[src/rtl/fifo_rd_stream.sv]
// Read-side drain stage for the async FIFO: issues rinc against a 3-entry credit,
// captures registered FIFO data and presents it on a valid/ready stream.
module fifo_rd_stream #(
    parameter int unsigned DSIZE = 8,
    parameter int unsigned CW    = 16
) (
    input  logic             clk,
    input  logic             rst,
    input  logic             rempty,
    input  logic [DSIZE-1:0] rdata,
    output logic             rinc,
    output logic [DSIZE-1:0] m_data,
    output logic             m_valid,
    input  logic             m_ready,
    output logic [CW-1:0]    pop_count
);

    localparam int unsigned DEPTH = 3;
    localparam int unsigned IW    = 2;

    logic [1:0]       occ_q, occ_d;
    logic             inflight_q, inflight_d;
    logic [IW-1:0]    head_q, head_d;
    logic [IW-1:0]    tail_q, tail_d;
    logic [CW-1:0]    cnt_q, cnt_d;
    logic [DSIZE-1:0] mem_q [DEPTH];
    logic [2:0]       credit_c;
    logic             capture_c;
    logic             pop_c;

    function automatic logic [IW-1:0] idx_inc(input logic [IW-1:0] idx);
        return (idx == IW'(DEPTH - 1)) ? '0 : idx + IW'(1);
    endfunction

    // Read issue and stream outputs depend only on registers and rempty.
    always_comb begin
        credit_c  = 3'(occ_q) + 3'(inflight_q);
        rinc      = !rst && !rempty && (credit_c <= 3'd2);
        m_valid   = (occ_q != 2'd0);
        capture_c = inflight_q;
        pop_c     = m_valid && m_ready;
        unique case (head_q)
            2'd0:    m_data = mem_q[0];
            2'd1:    m_data = mem_q[1];
            default: m_data = mem_q[2];
        endcase
    end

    always_comb begin
        occ_d      = occ_q;
        inflight_d = rinc;
        head_d     = head_q;
        tail_d     = tail_q;
        cnt_d      = cnt_q;
        if (capture_c) begin
            tail_d = idx_inc(tail_q);
        end
        if (pop_c) begin
            head_d = idx_inc(head_q);
            cnt_d  = cnt_q + CW'(1);
        end
        unique case ({capture_c, pop_c})
            2'b10:   occ_d = occ_q + 2'd1;
            2'b01:   occ_d = occ_q - 2'd1;
            default: occ_d = occ_q;
        endcase
    end

    always_ff @(posedge clk or posedge rst) begin
        if (rst) begin
            occ_q      <= 2'd0;
            inflight_q <= 1'b0;
            head_q     <= '0;
            tail_q     <= '0;
            cnt_q      <= '0;
        end else begin
            occ_q      <= occ_d;
            inflight_q <= inflight_d;
            head_q     <= head_d;
            tail_q     <= tail_d;
            cnt_q      <= cnt_d;
        end
    end

    // Buffer storage carries no reset; occ gates its visibility.
    always_ff @(posedge clk) begin
        for (int i = 0; i < int'(DEPTH); i++) begin
            if (capture_c && (tail_q == IW'(i))) begin
                mem_q[i] <= rdata;
            end
        end
    end

    assign pop_count = cnt_q;

endmodule

[config.mk]
export PLATFORM = sky130hd
export DESIGN_NAME = fifo_rd_stream
export DESIGN_NICKNAME = d
export VERILOG_FILES = /design/src/rtl/fifo_rd_stream.sv
export SDC_FILE = /design/constraint.sdc
export NUM_CORES = 1
export LEC_CHECK = 0
export ABC_AREA = 1
export CORE_MARGIN = 2
export CORE_UTILIZATION = 46
export CTS_CLUSTER_SIZE = 16
export DETAILED_ROUTE_END_ITERATION = 8
export GPL_TIMING_DRIVEN = 0
export PLACE_DENSITY = 0.74
export SLEW_MARGIN = 20
export SYNTH_ARGS = -nofsm -noshare
export SYNTH_HDL_FRONTEND = slang
export SYNTH_SLANG_ARGS = --single-unit
[constraint.sdc]
create_clock -name clk -period 1.56 [get_ports clk]
set_input_delay 0.156 -clock clk [delete_from_list [all_inputs] [get_ports clk]]
set_output_delay 0.156 -clock clk [all_outputs]
set_load 0.02 [all_outputs]
==> results.tsv, run 1 <==
metric	value	unit
synth_edf_count	24	
ys_async_sr_fraction	0.489	
vias	1564	
p_total	4.79	mW
synth_common_cells	63 x nand2_1, 24 x edfxtp_1, 23 x dfrtp_1	
viasPerCell	4.97	
synth-seq-cells	47	
cts.sink_count	47	
cp-end-kind	output port	
syn_nets	219	
synth_most_common_cell	nand2_1	
syn-cell-area	0.00207	mm²
core-area	0.00435	mm²
cts_tree	built	
gp_congestion	0.803	
insertedDiodeCount	0	
min_period	1.86	ns
drive_gt1_frac	0.266	
areaGrowthSynthToFinish	41.8	%
postRouteAntennaNets	0	
first_iter_violations	115	
ioPinCount	38	
remaining_drc_errors	0	
setup_viol	4	
wl_met3	159	µm
dp_slack	-0.890	ns
syn_area_per_cell	10.3	µm²
ys.flop_type	edfxtp_1	
yosysWarnings	0	
grt_pass1_vias	1544	
num_rows	24	
synth_top_area_frac	0.348	
critical_path_class	flip-flop to output port	
startpoint_type	flip-flop	
fp.dieH	71.1	µm
nets	279	
met2_length	2190	µm
maxCapViolations	0	
dieArea	0.00506	mm²
final-max-slew-violation-count	0	
min_period_over_period	1.19	
grt_pass1_wl	7070	µm
wl_per_cell	13.4	µm
clk_pin_slew	0.09	ns
clk_latency	0.30	ns
synth_cells	202	
top_layer_used	met4	
dp_hpwl	2630	µm
yosysSeqAreaShare	0.625	
drt-met1-wl	1850	µm
cp.arrival	1.71	ns
violations	setup timing	
worstPathMaxFanout	4	
yosys.area.top_type	edfxtp_1	
status	complete, but fails checks	
fillers	327	
rsz0062_at_grt	true	
clock.fmax	537	MHz
numCtsBuffers	5	
min_path_type	primary input to asynchronous set/reset pin	
die_w	71.1	µm
fin_ws	-0.303	ns
htree_num_levels	2	
grt_usage	0.182	
skew	0.00802	ns
cts_root_buf	clkbuf_8	
port-buffer-count	37	
antenna_found_initial	0	
ys_top_cells_by_area	edfxtp_1 35%, dfrtp_1 28%, nand2_1 11%, inv_1 4.0%, ha_1 3.0%	
ys_types	22	
grt_max_degree	25	
overflow	0	
cts_max_path_buffers	2	
drtPass1Iterations	4	
relSlewSlack	0.658	
initial_core_util	0.476	
hold_viol	0	
worst_pin_slew	0.511	ns
ir_drop	0.000919	V
leakage	1.34	nW
wl	4230	µm
p_per_area	1630	mW/mm²
critPathRequiredTime	1.40	ns
-- per-stage QoR --
step	setup TNS [ns]	instances	area [µm²]	hold slack, ns	util
after CTS	-0.342	309	2790	0.244	0.641
after detailed placement	-8.57	291	2520	0.478	0.579
after floorplan	0	202	2080	0.164	-
after global placement	-12.29	291	2510	0.475	0.577
after global routing	-0.823	315	2940	0.271	0.675
final	-0.444	315	2940	0.227	0.675
-- power by group --
| group | internal (mW) | total (mW) | switching (mW) |
|---|---|---|---|
| clock | 0.477 | 0.890 | 0.413 |
| sequential | 1.54 | 1.76 | 0.225 |
| combinational | 1.01 | 2.14 | 1.12 |
-- layout by cell type, fill, tap and decap left out, types with 5 or more instances in the layout --
cell type	n
buf_4	11
buf_6	11
clkbuf_8	5
clkdlybuf4s50_1	21
dfrtp_1	20
dlymetal6s2s_1	5
edfxtp_1	24
inv_1	18
nand2_1	60
nand3_1	6
nand3_2	6
nor2_1	10
nor2_4	7
xnor2_1	6
-- sequential cells by signal, indices dropped and copies added (netlist names) --
name and count:
mem_q 24, capture_c 1, pop_count 16, occ_q 2, head_q 2, tail_q 2
-- repair_timing --
| item | CTS | global route |
|---|---|---|
| gates cloned | 1 | 1 |
| resized for setup | 75 | 30 |
| endpoints found under the setup margin | 20 | 43 |
| buffers inserted | 10 | 5 |
| hold buffers | 0 | 0 |
| pin swaps | 4 | 1 |
-- layer usage --
| layer | vias up | GRT usage |
|---|---|---|
| met5 | - | 0 |
| met4 | 0 | 0.0503 |
| met3 | 4 | 0.0470 |
| met2 | 37 | 0.313 |
| met1 | 740 | 0.230 |
| li1 | 783 | - |
-- worst max-delay path: stages, from the launching register on --
cell	delay, ns
dfrtp_1	0.41
ha_2	0.22
inv_2	0.05
ha_4	0.25
inv_2	0.03
nor3_2	0.10
o21ai_1	0.09
nor2_2	0.14
buf_6	0.13
-- cells by family (layout without fill, tap and decap cells) --
logic type,after synthesis,count (layout),synth area share
fa+ha+maj,5,5,0.0302
xor+xnor,10,10,0.0422
buf+inv,24,83,0.0471
flops,47,47,0.625
simple gates,107,109,0.231
compound gates,9,9,0.0241
-- path summary, 6_finish.rpt --
check	from	endpoint	depth (start not counted)	slack, ns
worst min register to register	pop_count[15]	pop_count[15]	2	0.50
worst max-delay path	capture_c	rinc	8	-0.30
max in group asynchronous	rst	occ_q[0]	2	1.00
worst min-delay path	rst	tail_q[1]	2	0.23
worst max register to register	capture_c	occ_q[1]	6	-0.04
min in group clk	rempty	capture_c	2	0.42
-- area by class of cell --
cell class | instances | area [µm²] | area share
Sequential cell | 47 | 1300 | 0.442
Clock buffer | 5 | 68.8 | 0.0234
Buffer | 1 | 15.0 | 0.00511
Inverter | 22 | 86.3 | 0.0294
Clock inverter | 3 | 43.8 | 0.0149
Tap cell | 52 | 65.1 | 0.0221
Multi-Input combinational cell | 133 | 852 | 0.290
Timing Repair Buffer | 52 | 508 | 0.173
Power figures use the tool's default switching activity.
==> inputs of run 2 (changes only) <==
--- a/config.mk
+++ b/config.mk
@@ -8,6 +8,7 @@
 export ABC_AREA = 1
 export CORE_MARGIN = 2
 export CORE_UTILIZATION = 46
+export CTS_CLUSTER_DIAMETER = 30
 export CTS_CLUSTER_SIZE = 16
 export DETAILED_ROUTE_END_ITERATION = 8
 export GPL_TIMING_DRIVEN = 0
==> results of run 2 <==
Final layout, timing and power as in run 1 (identical DEF).
